File: src/rtl/bless_nic.sv
// bless_nic: node-side endpoint for a bufferless router.
// Injects core flits into the router's local input, accepts ejected flits,
// and flags misrouted flits and per-source sequence gaps.
//
// Handshakes: the core injects on inj_valid & inj_ready and pops the ejection
// head on ej_valid & ej_ready. The router consumes the local flit on
// rtr_inj_ok while rtr_ci[valid] is high. Ejected flits cannot be refused.
module bless_nic #(
    parameter int                ADDR_W    = 2,
    parameter logic [ADDR_W-1:0] MY_ADDR   = '0,
    parameter int                SEQ_W     = 3,
    parameter int                AGE_W     = 4,
    parameter int                DATA_W    = 32,
    parameter int                INJ_DEPTH = 4,
    parameter int                EJ_DEPTH  = 4,
    localparam int               CW        = 1 + SEQ_W + 2*ADDR_W + AGE_W
) (
    input  logic              clk,
    input  logic              rst,
    input  logic              inj_valid,
    input  logic [ADDR_W-1:0] inj_dest,
    input  logic [DATA_W-1:0] inj_data,
    output logic              inj_ready,
    output logic [CW-1:0]     rtr_ci,
    output logic [DATA_W-1:0] rtr_di,
    input  logic              rtr_inj_ok,
    input  logic [CW-1:0]     rtr_co,
    input  logic [DATA_W-1:0] rtr_do,
    output logic              ej_valid,
    output logic [ADDR_W-1:0] ej_src,
    output logic [SEQ_W-1:0]  ej_seq,
    output logic [DATA_W-1:0] ej_data,
    input  logic              ej_ready,
    output logic [7:0]        drop_cnt,
    output logic [7:0]        ooo_cnt,
    output logic              err_misroute
);
    localparam int IPW = $clog2(INJ_DEPTH);
    localparam int EPW = $clog2(EJ_DEPTH);
    localparam int IW  = SEQ_W + ADDR_W + DATA_W;
    localparam int EW  = ADDR_W + SEQ_W + DATA_W;

    // ---------------- injection path ----------------
    logic [IW-1:0]     inj_mem [INJ_DEPTH];
    logic [IPW:0]      inj_wr, inj_rd;
    logic [SEQ_W-1:0]  seq_ctr;
    logic [AGE_W-1:0]  head_age;
    logic              inj_empty, inj_full, inj_push, inj_pop;
    logic [IW-1:0]     inj_head;

    // Pointers carry one wrap bit so full and empty are distinguishable.
    assign inj_empty = (inj_wr == inj_rd);
    assign inj_full  = (inj_wr[IPW] != inj_rd[IPW]) &&
                       (inj_wr[IPW-1:0] == inj_rd[IPW-1:0]);
    assign inj_push  = inj_valid & ~inj_full;
    assign inj_pop   = rtr_inj_ok & ~inj_empty;
    assign inj_ready = ~inj_full;
    assign inj_head  = inj_mem[inj_rd[IPW-1:0]];

    // Injection pointers, sequence counter and head age.
    always_ff @(posedge clk or negedge rst) begin
        if (!rst) begin
            inj_wr   <= '0;
            inj_rd   <= '0;
            seq_ctr  <= '0;
            head_age <= '0;
        end else begin
            if (inj_push) begin
                inj_wr  <= inj_wr + 1'b1;
                seq_ctr <= seq_ctr + 1'b1;
            end
            if (inj_pop)
                inj_rd <= inj_rd + 1'b1;
            // A fresh head starts at age 0; a waiting head ages, saturating.
            if (inj_pop || (inj_push && inj_empty))
                head_age <= '0;
            else if (!inj_empty && !rtr_inj_ok && head_age != '1)
                head_age <= head_age + 1'b1;
        end
    end

    // Injection storage; contents are only visible while non-empty.
    always_ff @(posedge clk) begin
        if (inj_push)
            inj_mem[inj_wr[IPW-1:0]] <= {seq_ctr, inj_dest, inj_data};
    end

    // Drive the router's local input from the FIFO head.
    always_comb begin
        rtr_ci = '0;
        rtr_di = '0;
        if (!inj_empty) begin
            rtr_ci = {1'b1, inj_head[IW-1 -: SEQ_W], MY_ADDR,
                      inj_head[DATA_W+ADDR_W-1 -: ADDR_W], head_age};
            rtr_di = inj_head[DATA_W-1:0];
        end
    end

    // ---------------- ejection path ----------------
    logic              co_valid;
    logic [SEQ_W-1:0]  co_seq;
    logic [ADDR_W-1:0] co_src, co_dest;
    logic              unused_age;

    assign co_valid   = rtr_co[CW-1];
    assign co_seq     = rtr_co[CW-2 -: SEQ_W];
    assign co_src     = rtr_co[2*ADDR_W+AGE_W-1 -: ADDR_W];
    assign co_dest    = rtr_co[ADDR_W+AGE_W-1 -: ADDR_W];
    assign unused_age = ^rtr_co[AGE_W-1:0];

    logic [EW-1:0]    ej_mem [EJ_DEPTH];
    logic [EPW:0]     ej_wr, ej_rd;
    logic [SEQ_W-1:0] exp_seq [2**ADDR_W];
    logic             ej_empty, ej_full, ej_pop, ej_mine, ej_write, ej_drop, seq_bad;
    logic [EW-1:0]    ej_head;

    assign ej_empty = (ej_wr == ej_rd);
    assign ej_full  = (ej_wr[EPW] != ej_rd[EPW]) &&
                      (ej_wr[EPW-1:0] == ej_rd[EPW-1:0]);
    assign ej_pop   = ej_ready & ~ej_empty;
    assign ej_mine  = co_valid && (co_dest == MY_ADDR);
    // A full FIFO is also non-empty, so ej_ready guarantees a same-edge pop.
    assign ej_write = ej_mine & (~ej_full | ej_ready);
    assign ej_drop  = ej_mine & ej_full & ~ej_ready;
    assign seq_bad  = (co_seq != exp_seq[co_src]);
    assign ej_head  = ej_mem[ej_rd[EPW-1:0]];

    // Ejection pointers, sequence table and error counters.
    always_ff @(posedge clk or negedge rst) begin
        if (!rst) begin
            ej_wr        <= '0;
            ej_rd        <= '0;
            drop_cnt     <= '0;
            ooo_cnt      <= '0;
            err_misroute <= 1'b0;
            for (int i = 0; i < 2**ADDR_W; i++)
                exp_seq[i] <= '0;
        end else begin
            if (ej_pop)
                ej_rd <= ej_rd + 1'b1;
            if (ej_write) begin
                ej_wr           <= ej_wr + 1'b1;
                exp_seq[co_src] <= co_seq + 1'b1;
                if (seq_bad && ooo_cnt != 8'hFF)
                    ooo_cnt <= ooo_cnt + 1'b1;
            end
            if (ej_drop && drop_cnt != 8'hFF)
                drop_cnt <= drop_cnt + 1'b1;
            if (co_valid && co_dest != MY_ADDR)
                err_misroute <= 1'b1;
        end
    end

    // Ejection storage; contents are only visible while non-empty.
    always_ff @(posedge clk) begin
        if (ej_write)
            ej_mem[ej_wr[EPW-1:0]] <= {co_src, co_seq, rtr_do};
    end

    // Present the ejection head, zero when empty.
    always_comb begin
        ej_valid = ~ej_empty;
        ej_src   = '0;
        ej_seq   = '0;
        ej_data  = '0;
        if (!ej_empty) begin
            ej_src  = ej_head[EW-1 -: ADDR_W];
            ej_seq  = ej_head[DATA_W+SEQ_W-1 -: SEQ_W];
            ej_data = ej_head[DATA_W-1:0];
        end
    end
endmodule
File: config.mk
export PLATFORM = sky130hd
export DESIGN_NAME = bless_nic
export DESIGN_NICKNAME = d
export VERILOG_FILES = /design/src/rtl/bless_nic.sv
export SDC_FILE = /design/constraint.sdc
export NUM_CORES = 1
export LEC_CHECK = 0
export CORE_ASPECT_RATIO = 1.75
export CORE_UTILIZATION = 50
export CTS_BUF_LIST = sky130_fd_sc_hd__clkbuf_4
export DETAILED_ROUTE_END_ITERATION = 16
export GPL_ROUTABILITY_DRIVEN = 0
export PLACE_DENSITY = 0.75
export SLEW_MARGIN = 20
export SYNTH_ARGS = -nofsm -noshare
export SYNTH_HDL_FRONTEND = slang
export SYNTH_SLANG_ARGS = --single-unit
File: constraint.sdc
create_clock -name clk -period 2.8 [get_ports clk]
set_input_delay 0.56 -clock clk [delete_from_list [all_inputs] [get_ports clk]]
set_output_delay 0.56 -clock clk [all_outputs]
set_load 0.03 [all_outputs]
# After elaboration in Yosys (flattened, before gate mapping)
# Memory sizes are Yosys's and may differ from the RTL's.
# Index checks and enable logic that the tools add are counted.
# classes
bitwise	13
n_eq_ne	10
magnitude_cmp	2
add_sub_neg	9
mux	17
reduce_logical	17
# op_table
operator	n
$mux 32	2
$add 3x1->3 const B	6
$add 8x1->8 const B	2
$ne 8x8->1 const B	2
$bwmux 12	1
$mux 12	1
$mux 3	4
$logic_and 1x1->1	10
$mux 4	2
$and 1x1->1	6
$bmux 3 s2	1
$demux 3 s2	1
$eq 3x3->1	2
$not 1->1	5
$add 4x1->4 const B	1
$eq 2x2->1	2
$mux 1	4
$ne 4x4->1 const B	1
$reduce_bool 2->1	2
$ge 3x3->1 const B	1
$lt 3x1->1 const B	1
$ne 3x3->1	1
$not 2->3	1
$logic_not 1->1	2
other kinds (6)	7
# word_totals
out_inout_bits	100
mem_bits_rw	296
wordCells	83
memories	2
reg_bits	48
# memory_table
name	words	word_bits	rd	rd_clocked_by_memory_dff	write_ports	line_no	rtl
ej_mem	4	37	1	0	1	111	logic [EW-1:0] ej_mem [EJ_DEPTH];
inj_mem	4	37	1	0	1	44	logic [IW-1:0] inj_mem [INJ_DEPTH];

# Logic depth before layout (Yosys ltp)
# depth
word_depth	7
depth_mapped	7
ltp_nobuf	7

# Worst setup path after synthesis
# OpenSTA, ideal clock, no wires.
# synth_path
kind	in2reg
startpoint	input port rtr_co[5]
endpoint	memory ej_mem[3][0] in the netlist's numbering, enable pin
arrival_time_ns	2.361
path_stages	4
path_buffers	1
path_slack_ns	0.040
required_ns	2.401
cell_sequence	or3b_4 a41oi_4 buf_2 and2_1
# synth_between
elab_chain_len	5
# synth_rtl
item	line_no	rtl
from (decl)	27	input logic [CW-1:0] rtr_co,
$logic_not 2->1	121	assign ej_mine = co_valid && (co_dest == MY_ADDR);
$logic_and 1x1->1	121	
$and 1x1->1	123	assign ej_write = ej_mine & (~ej_full | ej_ready);
$mux 1	156	if (ej_write)
$mux 1 (implied by the code)	157	ej_mem[ej_wr[EPW-1:0]] <= {co_src, co_seq, rtr_do};
to (decl)	111	
# Every way passes these cells.

# Worst setup path in the final report
# layout_path
startpoint	register inj_rd[0]
endpoint	output port rtr_di[12]
# layout_between
elab_chain_len	2
elab_cells_between_ends	3
# layout_rtl
item	line_no	rtl
from (decl)	45	logic [IPW:0] inj_wr, inj_rd;
from (signal assigned)	73	inj_rd <= inj_rd + 1'b1;
$mem_v2 4x37 or $eq 3x3->1 (tied branches)	-	
$mux 32 *	92	if (!inj_empty) begin
to (decl)	25	output logic [DATA_W-1:0] rtr_di,
# Every way passes the cells marked *; elsewhere a longest branch is shown, timed or not.

==> flow_metrics.env <==
export IMPL_cpPeakStageDelay_ns=0.51
export IMPL_io_pins=183
export IMPL_vias=7397
export IMPL_period_minus_slack_ns=2.90
export IMPL_r2r_slack_ns=0.52
export IMPL_placedCellCount=1191
export IMPL_drive_above_1_share_pct=42.5
export IMPL_antenna_found_initial=2
export IMPL_fin_worst_skew_ns=0.0410
export IMPL_drv_cap=0
export IMPL_setup_viol=65
export IMPL_ys_seq_area_share_pct=73.9
export IMPL_hold_start="rtr_co[11]"
export IMPL_cp_max_fo=8
export IMPL_ys_types=39
export IMPL_firstDrtPassIters=4
export IMPL_cp_arrival_ns=2.34
export IMPL_multi_input_area_mm2=0.00359
export IMPL_clock_sinks=344
export IMPL_slowest_stage="mux4_2"
export IMPL_cts_htree_levels=3
export IMPL_whs_path_depth=3
export IMPL_ir_drop_mv=0.913
export IMPL_yosys_area_top_type="edfxtp_1"
export IMPL_hpwl_um=15900
export IMPL_vias_per_cell=5.42
export IMPL_synth_area_top_cells="edfxtp_1 (65%), mux4_2 (12%), dfrtp_1 (8.8%)"
export IMPL_place_ws_ns=0.0392
export IMPL_rsz0062_at_grt="true"
export IMPL_cts_tree="built"
export IMPL_ys_warn_count=0
export IMPL_drc=0
export IMPL_die_height_um=221
export IMPL_r2r_start="ej_rd[0]"
export IMPL_initialDrtViolationCount=388
export IMPL_met2_usage_pct=39.4
export IMPL_wl_per_cell_um=20.8
export IMPL_syn_area_mm2=0.0137
export IMPL_gr_total_overflow=0
export IMPL_root_buffer="clkbuf_4"
export IMPL_tightest_slew_ns=0.837
export IMPL_hp_class="in2reg"
export IMPL_violations="setup timing"
export IMPL_hold_viol=0
export IMPL_slew_viol_final=0
export IMPL_fin_ws_ns=-0.0978
export IMPL_cp_start_kind="flop"
export IMPL_use_met3_pct=6.33
export IMPL_areaGrowthSynthToFinish_pct=31.5
export IMPL_cp_cell_sequence="buf_12 -> buf_16 -> mux4_2 -> and2_4 -> buf_6"
export IMPL_critical_path_class="reg2out"
export IMPL_r2r_end="ej_mem[2][32]"
export IMPL_ctsLongestPathBuffers=3
export IMPL_status="finished with violations"
export IMPL_synth_top_area_share_pct=65.1
export IMPL_yosysMostFrequentCell="edfxtp_1"
export IMPL_p_per_area_mw_per_mm2=1250
export IMPL_r2r_cells=8
export IMPL_min_to="err_misroute"
export IMPL_syn_inst=687
export IMPL_grt_busiest_layer="met2"
export IMPL_grt_max_degree=40
export IMPL_routed_wl_um=28300
export IMPL_antenna_left=0
export IMPL_finalNonFillerCells=1364
export IMPL_met1_usage_pct=19.8
export IMPL_crit_path_end_kind="output pin"
export IMPL_gr_usage_all_layers_pct=20.6
export IMPL_synth_flop_cell="edfxtp_1"
export IMPL_fillers=1727
export IMPL_avgSynthCellArea_um2=19.9
export IMPL_fmax_mhz=345
export IMPL_seqCellArea_mm2=0.0101
export IMPL_core_area_mm2=0.0267
export IMPL_post_route_period_util_pct=103
export IMPL_maxSlewHeadroom_pct=44.2
export IMPL_synthArstFlopShare_pct=14.0
export IMPL_initial_core_util_pct=51.2
export IMPL_die_x_um=127
export IMPL_grt_pass1_vias=8041
export IMPL_required_ns=2.24
export IMPL_cts_buffers=78
export IMPL_dieArea_mm2=0.0280
export IMPL_insertion_delay_ns=0.76
export IMPL_grt_pass1_wl_um=42500
export IMPL_rows=79
export IMPL_synth_top_cells_by_count="edfxtp_1 (296), and2_1 (83), mux4_2 (75)"
export IMPL_clk_pin_slew_ns=0.07
export IMPL_synth_seq_cells=344
export IMPL_port_buffers=176
export IMPL_leakagePower_nw=6.62
export IMPL_nets=1078
export IMPL_synth_edf_count=296
==> state kept, by name, indices dropped and copies added (netlist names) <==
| signal | count |
|---|---|
| err_misroute | 1 |
| ej_mem | 148 |
| inj_wr | 3 |
| seq_ctr | 3 |
| exp_seq | 12 |
| ooo_cnt | 8 |
| inj_rd | 3 |
| head_age | 4 |
| ej_wr | 3 |
| drop_cnt | 8 |
| inj_mem | 148 |
| ej_rd | 3 |
==> metrics by stage <==
stage	util (%)	TNS (ns)	cell area, µm²	hold slack [ns]	power, mW
2_1_floorplan	-	0	13700	0.264	12.5
3_3_place_gp	60.1	0	16000	0.449	15.9
3_5_place_dp	60.1	0	16000	0.465	16.0
4_1_cts	65.6	-10.99	17500	0.359	21.3
5_1_grt	67.3	-10.84	18000	0.379	23.5
6_report	67.3	-3.30	18000	0.427	22.4
==> power breakdown <==
group | internal [mW] | switching, mW
Sequential | 6.52 | 0.400
Combinational | 5.81 | 5.64
Clock | 2.14 | 1.87
==> how the worst max path moves through the flow <==
| stage | endpoint | startpoint | depth (start not counted) | slack (ns) |
|---|---|---|---|---|
| CTS | ej_data[25] | ej_rd[0] | 5 | -0.20 |
| global placement | ooo_cnt[5] | rtr_co[6] | 8 | 0.07 |
| finish | rtr_di[12] | inj_rd[0] | 5 | -0.1 |
| global route | rtr_di[12] | inj_rd[0] | 5 | -0.19 |
| detailed placement | ooo_cnt[4] | rtr_co[6] | 8 | 0.04 |
| floorplan | ej_mem[3][0] | rtr_co[5] | 4 | 0.04 |
==> cell usage in the layout, fill, tap and decap left out, types with 4 or more instances in the layout <==
| cell type | instances |
|---|---|
| diode_2 | 4 |
| and2_1 | 19 |
| nand2_1 | 19 |
| mux2i_1 | 7 |
| xnor2_1 | 18 |
| clkbuf_16 | 7 |
| nor2_1 | 7 |
| clkinv_2 | 7 |
| buf_12 | 21 |
| bufinv_16 | 4 |
| edfxtp_1 | 296 |
| nand3_1 | 8 |
| ha_1 | 15 |
| buf_6 | 74 |
| and3_2 | 4 |
| clkdlybuf4s50_1 | 94 |
| xor2_1 | 12 |
| inv_1 | 9 |
| nand4_1 | 8 |
| clkinv_1 | 16 |
| and2_2 | 4 |
| mux2_2 | 15 |
| o21ai_0 | 5 |
| and2_4 | 60 |
| buf_4 | 34 |
| dfrtp_2 | 4 |
| dfrtp_1 | 44 |
| mux4_2 | 75 |
| clkbuf_4 | 106 |
==> cell families (layout without fill, tap and decap cells) <==
kind of cell,after synthesis,count (layout),synth area share (%)
flip-flops,344,344,73.9
AND/OR/NAND/NOR,143,143,6.28
multiplexers,98,98,14.2
buffers and inverters,39,387,1.25
XOR/XNOR,33,33,2.12
adder cells (fa/ha/maj),15,15,1.37
AO/OA/AOI/OAI,14,14,0.843
other,1,6,0.0275
==> per-layer routing <==
metal | up-vias | share of wire [%]
met3 | 52 | 6.3
met5 | - | 0
met1 | 3752 | 33
met4 | 0 | 3.1
met2 | 269 | 58
li1 | 3324 | -
==> critical path: cells and delay by family (launching register included) <==
kind	cells	cell delay (ns)
buffers and inverters	3	0.44
flip-flops	1	0.49
AND/OR/NAND/NOR	1	0.16
multiplexers	1	0.51
==> area by class of cell <==
class                           count  share of cell area (%)
Clock inverter                     30                    1.28
Tap cell                          324                    2.26
Clock buffer                      106                    4.43
Inverter                           10                   0.251
Multi-Input combinational cell    305                    20.0
Timing Repair inverter              1                  0.0279
Timing Repair Buffer              240                    15.5
Sequential cell                   344                    56.2
Antenna cell                        4                  0.0557
==> timing repair <==
action	CTS	global route
pin swaps	17	34
hold buffers	1	0
resized for setup	280	119
cloned	6	11
endpoints found under the hold margin	31	0
buffers inserted	10	11
setup endpoints to repair	80	77
(Power assumes the default switching activity.)
